===== config.mk =====
export PLATFORM = sky130hd
export DESIGN_NAME = idwt_synth_fir
export DESIGN_NICKNAME = d
export VERILOG_FILES = /design/src/rtl/idwt_synth_fir.sv
export SDC_FILE = /design/constraint.sdc
export NUM_CORES = 1
export LEC_CHECK = 0
export ABC_AREA = 1
export BUFFER_PORTS_ARGS = -buffer_cell sky130_fd_sc_hd__buf_2
export CAP_MARGIN = 20
export CORE_MARGIN = 5
export CORE_UTILIZATION = 70
export DETAILED_ROUTE_END_ITERATION = 7
export MAX_ROUTING_LAYER = met4
export PLACE_DENSITY_LB_ADDON = 0.15
export SKIP_LAST_GASP = 1
export SLEW_MARGIN = 20
export SYNTH_ARGS = -nofsm -noshare
export SYNTH_HDL_FRONTEND = slang
export SYNTH_SLANG_ARGS = --single-unit

===== constraint.sdc =====
create_clock -name clk -period 10 [get_ports clk]
set_input_delay 0.5 -clock clk [delete_from_list [all_inputs] [get_ports clk]]
set_output_delay 0.5 -clock clk [all_outputs]
set_load 0.02 [all_outputs]

===== src/rtl/idwt_synth_fir.sv =====
// idwt_synth_fir -- one-level inverse-DWT synthesis filter bank (polyphase).
//
// Takes one (a[m], d[m]) coefficient pair per input handshake and emits two
// reconstructed samples, y[2m] then y[2m+1]:
//   y[2m]   = g0_0*a[m] + g0_2*a[m-1] + g1_0*d[m] + g1_2*d[m-1]
//   y[2m+1] = g0_1*a[m] + g0_3*a[m-1] + g1_1*d[m] + g1_3*d[m-1]
// The upsampler's inserted zeros are never multiplied: each output phase
// uses only the two taps that land on real samples.
//
// Ports:
//   clk, rst              rising-edge clock, synchronous active-high reset
//   in_valid/in_ready     coefficient pair handshake (a_in, d_in: W_IN signed)
//   g0_0..g0_3            lowpass synthesis taps (C_IN signed, quasi-static)
//   g1_0..g1_3            highpass synthesis taps (C_IN signed, quasi-static)
//   out_valid/out_ready   output handshake
//   y_out                 reconstructed sample (Y_OUT signed)
//   out_odd               0: y_out is y[2m], 1: y_out is y[2m+1]
//
// Build option: define IDWT_SAT_EN to clamp the sum into the Y_OUT range
// instead of wrapping, when Y_OUT is narrower than the accumulator.

// One output phase: two lowpass and two highpass products, full precision.
module idwt_phase_mac #(
  parameter int W_IN = 7,
  parameter int C_IN = 5,
  parameter int ACC_W = W_IN + C_IN + 2
) (
  input  logic signed [W_IN-1:0]  a_m,
  input  logic signed [W_IN-1:0]  a_m1,
  input  logic signed [W_IN-1:0]  d_m,
  input  logic signed [W_IN-1:0]  d_m1,
  input  logic signed [C_IN-1:0]  ga,
  input  logic signed [C_IN-1:0]  gb,
  input  logic signed [C_IN-1:0]  ha,
  input  logic signed [C_IN-1:0]  hb,
  output logic signed [ACC_W-1:0] sum
);
  localparam int P_W = W_IN + C_IN;

  logic signed [P_W-1:0] p0, p1, p2, p3;

  assign p0  = P_W'(a_m)  * P_W'(ga);
  assign p1  = P_W'(a_m1) * P_W'(gb);
  assign p2  = P_W'(d_m)  * P_W'(ha);
  assign p3  = P_W'(d_m1) * P_W'(hb);
  assign sum = ACC_W'(p0) + ACC_W'(p1) + ACC_W'(p2) + ACC_W'(p3);
endmodule

module idwt_synth_fir #(
  parameter int W_IN  = 7,
  parameter int C_IN  = 5,
  parameter int Y_OUT = 20
) (
  input  logic                    clk,
  input  logic                    rst,
  input  logic                    in_valid,
  output logic                    in_ready,
  input  logic signed [W_IN-1:0]  a_in,
  input  logic signed [W_IN-1:0]  d_in,
  input  logic signed [C_IN-1:0]  g0_0,
  input  logic signed [C_IN-1:0]  g0_1,
  input  logic signed [C_IN-1:0]  g0_2,
  input  logic signed [C_IN-1:0]  g0_3,
  input  logic signed [C_IN-1:0]  g1_0,
  input  logic signed [C_IN-1:0]  g1_1,
  input  logic signed [C_IN-1:0]  g1_2,
  input  logic signed [C_IN-1:0]  g1_3,
  output logic                    out_valid,
  input  logic                    out_ready,
  output logic signed [Y_OUT-1:0] y_out,
  output logic                    out_odd
);
  localparam int ACC_W  = W_IN + C_IN + 2;
  localparam int PHASES = 2;

  typedef enum logic [1:0] {S_IDLE, S_EVEN, S_ODD} state_t;

  state_t state, state_n;
  logic   ld_even, ld_odd;

  logic signed [W_IN-1:0] cur_a, cur_d, prev_a, prev_d;

  // Phase 0 (even) sees the incoming pair as a[m] and cur as a[m-1]; it is
  // evaluated in the same cycle the pair is accepted. Phase 1 (odd) runs
  // after the shift, so cur/prev already hold a[m]/a[m-1].
  logic [PHASES-1:0][W_IN-1:0]  ph_am, ph_am1, ph_dm, ph_dm1;
  logic [PHASES-1:0][C_IN-1:0]  ph_ga, ph_gb, ph_ha, ph_hb;
  logic [PHASES-1:0][ACC_W-1:0] ph_sum;
  logic [PHASES-1:0][Y_OUT-1:0] ph_fit;

  assign ph_am[0]  = a_in;   assign ph_am[1]  = cur_a;
  assign ph_am1[0] = cur_a;  assign ph_am1[1] = prev_a;
  assign ph_dm[0]  = d_in;   assign ph_dm[1]  = cur_d;
  assign ph_dm1[0] = cur_d;  assign ph_dm1[1] = prev_d;
  assign ph_ga[0]  = g0_0;   assign ph_ga[1]  = g0_1;
  assign ph_gb[0]  = g0_2;   assign ph_gb[1]  = g0_3;
  assign ph_ha[0]  = g1_0;   assign ph_ha[1]  = g1_1;
  assign ph_hb[0]  = g1_2;   assign ph_hb[1]  = g1_3;

  for (genvar p = 0; p < PHASES; p++) begin : g_phase
    idwt_phase_mac #(.W_IN(W_IN), .C_IN(C_IN), .ACC_W(ACC_W)) u_mac (
      .a_m  (ph_am[p]),
      .a_m1 (ph_am1[p]),
      .d_m  (ph_dm[p]),
      .d_m1 (ph_dm1[p]),
      .ga   (ph_ga[p]),
      .gb   (ph_gb[p]),
      .ha   (ph_ha[p]),
      .hb   (ph_hb[p]),
      .sum  (ph_sum[p])
    );

    if (Y_OUT >= ACC_W) begin : g_ext
      assign ph_fit[p] = Y_OUT'($signed(ph_sum[p]));
    end else begin : g_narrow
`ifdef IDWT_SAT_EN
      localparam logic signed [ACC_W-1:0] HI = ACC_W'((64'sd1 <<< (Y_OUT-1)) - 64'sd1);
      localparam logic signed [ACC_W-1:0] LO = ACC_W'(-(64'sd1 <<< (Y_OUT-1)));
      logic signed [Y_OUT-1:0] fit;
      always_comb begin
        fit = ph_sum[p][Y_OUT-1:0];
        if ($signed(ph_sum[p]) > HI)      fit = HI[Y_OUT-1:0];
        else if ($signed(ph_sum[p]) < LO) fit = LO[Y_OUT-1:0];
      end
      assign ph_fit[p] = fit;
`else
      assign ph_fit[p] = ph_sum[p][Y_OUT-1:0];
`endif
    end
  end

  // In S_ODD the next pair is taken in the same cycle the odd sample
  // leaves, so a continuous stream runs at one output per cycle.
  always_comb begin
    state_n   = state;
    in_ready  = 1'b0;
    out_valid = 1'b0;
    ld_even   = 1'b0;
    ld_odd    = 1'b0;
    case (state)
      S_IDLE: begin
        in_ready = 1'b1;
        if (in_valid) begin
          ld_even = 1'b1;
          state_n = S_EVEN;
        end
      end
      S_EVEN: begin
        out_valid = 1'b1;
        if (out_ready) begin
          ld_odd  = 1'b1;
          state_n = S_ODD;
        end
      end
      S_ODD: begin
        out_valid = 1'b1;
        in_ready  = out_ready;
        if (out_ready) begin
          if (in_valid) begin
            ld_even = 1'b1;
            state_n = S_EVEN;
          end else begin
            state_n = S_IDLE;
          end
        end
      end
      default: state_n = S_IDLE;
    endcase
  end

  always_ff @(posedge clk) begin
    if (rst) begin
      state   <= S_IDLE;
      y_out   <= '0;
      out_odd <= 1'b0;
      cur_a   <= '0;
      cur_d   <= '0;
      prev_a  <= '0;
      prev_d  <= '0;
    end else begin
      state <= state_n;
      if (ld_even) begin
        y_out   <= ph_fit[0];
        out_odd <= 1'b0;
        prev_a  <= cur_a;
        prev_d  <= cur_d;
        cur_a   <= a_in;
        cur_d   <= d_in;
      end else if (ld_odd) begin
        y_out   <= ph_fit[1];
        out_odd <= 1'b1;
      end
    end
  end
endmodule


======== Yosys cells after proc, flatten, opt, wreduce, memory -nomap -nowiden ========
Cells that the tools add are included.
word-level totals
  logic and storage cells ................. 45
  input bits .............................. 58
  register bits ........................... 51
  output and inout bits ................... 23
cells by class
  multipliers ............................. 8
  equal/unequal tests ..................... 5
  add/subtract/negate cells ............... 6
  multiplexer cells ....................... 14
  reduce and logical (&&, ||, !) cells .... 5
operators by type and width
  kind                number
  $mul 7x5->12        8
  $mux 20             2
  $add 13x12->14      2
  $add 14x12->14      2
  $add 12x12->13      2
  $mux 1              6
  $mux 2              3
  $ne 2x2->1 const B  3
  $pmux 2 s3          1
  $pmux 1 s2          2
  $reduce_or 2->1     2
  $reduce_and 3->1    1
  $eq 2x1->1 const B  1
  $eq 2x2->1 const B  1
  $logic_not 2->1     1
  $reduce_bool 2->1   1

======== Depth between registers and ports, before layout ========
  depth in word-level cells ............... 6
  gate-level depth with buffers ........... 30
  gate-level depth less buffers ........... 29

======== Hierarchy ========
A second synthesis with hierarchy kept.
unflattened totals
  cell total of the unflattened synthesis .. 1782
  area total of the unflattened synthesis .. 14570.2 sq um
by module, submodules not included
  module                              area an instance (sq um)  seq. area each (sq um)  instances  cells each
  idwt_phase_mac at g_phase[0].u_mac  6259.8                    0.0                     1          748
  idwt_phase_mac at g_phase[1].u_mac  6257.3                    0.0                     1          748
  idwt_synth_fir                      2053.2                    900.9                   1          286

======== Least setup slack after synthesis ========
No wires, ideal clock.
  kind .................................... input port to flip-flop
  start ................................... input g1_0[4]
  end ..................................... register y_out[12]
  cell stages on the path ................. 22
  library setup time ...................... 70 ps
  data required time ...................... 9930 ps
  arrival ................................. 5552 ps
  path slack .............................. 4379 ps
  buffers on the path ..................... 0
  cell sequence ........................... inv_1 -> or2_2 -> fa_1 -> inv_1 -> fa_1 -> fa_1 -> inv_1 -> fa_1 -> inv_1 -> fa_1 -> fa_1 -> inv_1 -> fa_1 -> inv_1 -> ha_1 -> inv_1 -> nor3_1 -> nand3_1 -> nand3_1 -> xor2_1 -> nand2_1 -> a21oi_1
between the ends
  longest elaborated chain between the ends .. 4
ends and longest elaborated chain
  what                    RTL line  RTL
  start: declaration      64        input logic signed [C_IN-1:0] g1_0,
  $mul 7x5->12            44        assign p2 = P_W'(d_m) * P_W'(ha);
  $add 13x12->14          46        assign sum = ACC_W'(p0) + ACC_W'(p1) + ACC_W'(p2) + ACC_W'(p3);
  $add 14x12->14          46
  $mux 20                 182       if (ld_even) begin
  end signal: assignment  183       y_out <= ph_fit[0];
  end signal: assignment  190       y_out <= ph_fit[1];
  end: declaration        70        output logic signed [Y_OUT-1:0] y_out,
Every way passes these cells.
A chain may end at the register's enable or synchronous reset.

======== Final worst setup path ========
  start ................................... register cur_a[6]
  end ..................................... register y_out[18]
between the ends
  longest elaborated chain between the ends .. 6
  elaborated cells between the ends (all ways) .. 10
  those cells by class .................... 6 x add/sub; 2 x mul; 2 x mux
ends and longest elaborated chain
  what                      RTL line  RTL
  start: declaration        81        logic signed [W_IN-1:0] cur_a, cur_d, prev_a, prev_d;
  start signal: assignment  187       cur_a <= a_in;
  $mul 7x5->12              42        assign p0 = P_W'(a_m) * P_W'(ga);
  $add 12x12->13            46
  $add 13x12->14            46
  $add 14x12->14            46
  $mux 20                   189       end else if (ld_odd) begin
  $mux 20 *                 182
Mark *: on every way between the ends. The rest lies on a longest branch, timed or not. The select of a mux whose other input is x is not followed.

==> results.md <==
- Outcome: completed
- Number of nets in the layout: 2331
- Yosys top cell area share: 46.5%
- Synthesized area: 14400 um^2
- Post-synth top cells: 564 x inv_1, 355 x nand2_1, 334 x fa_1, 129 x ha_1, 92 x nor2_1
- Yosys top cell by area: fa_1
- Htree depth: 2
- Worst-path clk slew: 0.07 ns
- Number of hold buffers added after CTS: 0
- Fmax: 157 MHz
- Max stage delay on crit path: 0.65 ns
- Clock Skews: 0.00671 ns
- Clk buf depth: 2
- CP Capture Type: register
- CTS Buf Count: 5
- Post-CTS Resized: 0
- Unrepaired setup endpoints after global routing: false
- DR vias: 11000
- Die Height: 153 um
- Post-synthesis compound-gate area fraction: 4.22%
- Max stage delay cell, worst path: dfxtp_1
- Crit path max-delay family: adder cells
- Mean post-synth cell area: 8.17 um^2
- Core area: 20200 um^2
- Setup_tns: 0 ns
- ANT cells: 0
- CP Launch Type: register
- Post-synthesis mux area share: 0%
- Count leader, synth: inv_1
- CP required: 10.20 ns
- Cell count after synthesis: 1761
- Post-layout min period: 6.36 ns
- CP max FO: 12
- Vias per inst: 5.29
- Clk sinks: 45
- Post-CTS Setup Bufs: 0
- Period utilization: 63.6%
- Latest clock arrival within the worst-skew pair: 0.30 ns
- Area Growth Syn to Fin: 5.05%
- Die X: 153 um
- Number of synthesized flops with an enable pin: 0
- Largest cells by area after synthesis: fa_1 46%, inv_1 15%, ha_1 11%, nand2_1 9.3%, dfxtp_1 6.3%
- IO buf count: 80
- DR DRC count: 0
- Initial Util: 71.1%
- I/O pin count: 81
- Final setup margin: 3.64 ns
- Vias in the first global route: 11700
- CP Class: reg2reg
- First-pass GRT wire length: 57500 um
- Warning count from the yosys run: 0
- Slew @ Worst Pin: 0.938 ns
- Fill cells: 1558
- Main synth FF type: dfxtp_1
- MaxCap Viol Count: 0
- Yosys reg bits: 45
- Worst Path Arrival: 6.57 ns
- Wire length per cell: 16.2 um
- Final setup viols: 0
- Post-route ant nets: 0
- Most frequent CP cell: fa_1
- WL final: 33600 um
- Syn nets: 2282
- Async set-or-reset flop fraction in the synthesized netlist: 0%
- Pre-antenna DRT Iters: 5
- Dpl ws: 3.68 ns
- Total track usage: 31.3%
- Clk root buf: clkbuf_16
- Post-Synth Simple-Gate Area: 14.5%
- First-iteration detailed-routing DRC count: 941
- Total grt overflow: 0
- Ratio of cells with drive above 1 in the final layout: 6.46%
- Worst Path Buf+Inv: 5
- Sequential share of the synthesized area: 6.26%
- Die area: 23500 um^2
- Final Max Tran Viols: 0
- Adder-Cell Fraction of Synth Area: 57.8%
- Site Rows: 52
- Hold Violations, Final: 0
- Min-Delay Path Class: in2reg
- Slew headroom: 37.3%
- Distinct cell type count after synthesis: 39
- Cell Chain, Critical Path: nand2_1, fa_1, inv_1, fa_1, fa_1, inv_1, fa_1, fa_1, fa_1, fa_1, inv_1, ha_1, a21oi_1, a21boi_0, nand3_1, inv_1, nand3_1, nand3_1, nand3_1, nand2_1, inv_1
- Initial antenna violation count: 0
- CTS tree: built
- Post-Synth XOR/XNOR Area: 1.16%
- Largest net degree at the start of global routing: 47
- Post-DP HPWL: 28700 um
- RD Place Congestion: 0.944
- Largest family of logic cells by synthesized area: adder cells
==> stage by stage <==
| step | instances | utilization (%) | hold slack [ns] | cell area, um^2 |
|---|---|---|---|---|
| after global routing | 2081 | 74.7 | 0.412 | 15100 |
| final | 2081 | 74.7 | 0.397 | 15100 |
| after global placement | 2073 | 73.9 | 0.452 | 14900 |
| after floorplan | 1761 | - | 0.470 | 14400 |
| after CTS | 2081 | 74.7 | 0.395 | 15100 |
| after detailed placement | 2073 | 73.9 | 0.463 | 14900 |
==> registers in the layout, indices dropped and copies added, names as in the netlist <==
name and flops:
cur_a 7, cur_d 7, out_odd 1, prev_a 7
prev_d 7, state 2, y_out 14
==> cells by family after synthesis <==
logic type                 Yosys count
buffers and inverters              605
DFF                                 45
xor gates and xnor gates            19
and+or+nand+nor                    518
adders and majority gates          465
AOI/OAI and AO/OA                  109
==> worst reg2reg max path, delay by kind of cell (launching register included) <==
| family | cells | cell delay, ns |
|---|---|---|
| adders and majority gates | 8 | 3.94 |
| DFF | 1 | 0.65 |
| buffers and inverters | 5 | 0.36 |
| and+or+nand+nor | 6 | 0.85 |
| AOI/OAI and AO/OA | 2 | 0.46 |
==> area by class of cell <==
class | count | area (um^2) | area share, %
multi-input cells | 1111 | 11200 | 73.9
inverters | 566 | 2120 | 14.1
flip-flops and latches | 45 | 901 | 5.96
repair buffers | 81 | 408 | 2.70
well taps | 270 | 338 | 2.23
clock buffers | 5 | 125 | 0.827
clock inverters | 3 | 46.3 | 0.306
==> cell usage in the layout (no fill, tap or decap), types with 3 or more instances in the layout <==
| cell type | count |
|---|---|
| a21oi_1 | 28 |
| a31oi_1 | 7 |
| buf_2 | 80 |
| clkbuf_16 | 5 |
| dfxtp_1 | 45 |
| fa_1 | 334 |
| ha_1 | 129 |
| inv_1 | 564 |
| nand2_1 | 355 |
| nand3_1 | 39 |
| nor2_1 | 92 |
| nor3_1 | 5 |
| o21ai_0 | 53 |
| o21ai_1 | 3 |
| o21bai_1 | 9 |
| or2_2 | 17 |
| xnor2_1 | 8 |
| xor2_1 | 11 |
==> metal layers <==
layer  part of all wire, %  global-route usage, %
met1                    39                   42.1
met2                    49                   50.0
met3                   9.2                   5.40
met4                   3.0                   8.24
met5                     0                      -
==> final timing paths <==
kind	slack, ns	from	endpoint	cells past startpoint
max	3.64	cur_a[6]	y_out[18]	21
min	0.40	rst	y_out[2]	2
max reg2reg	3.64	cur_a[6]	y_out[18]	21
min reg2reg	0.47	y_out[2]	y_out[2]	2
Power is left out: the tool's default activity adds up to more than one toggle a clock period on the data nets, which glitch-free logic cannot reach.
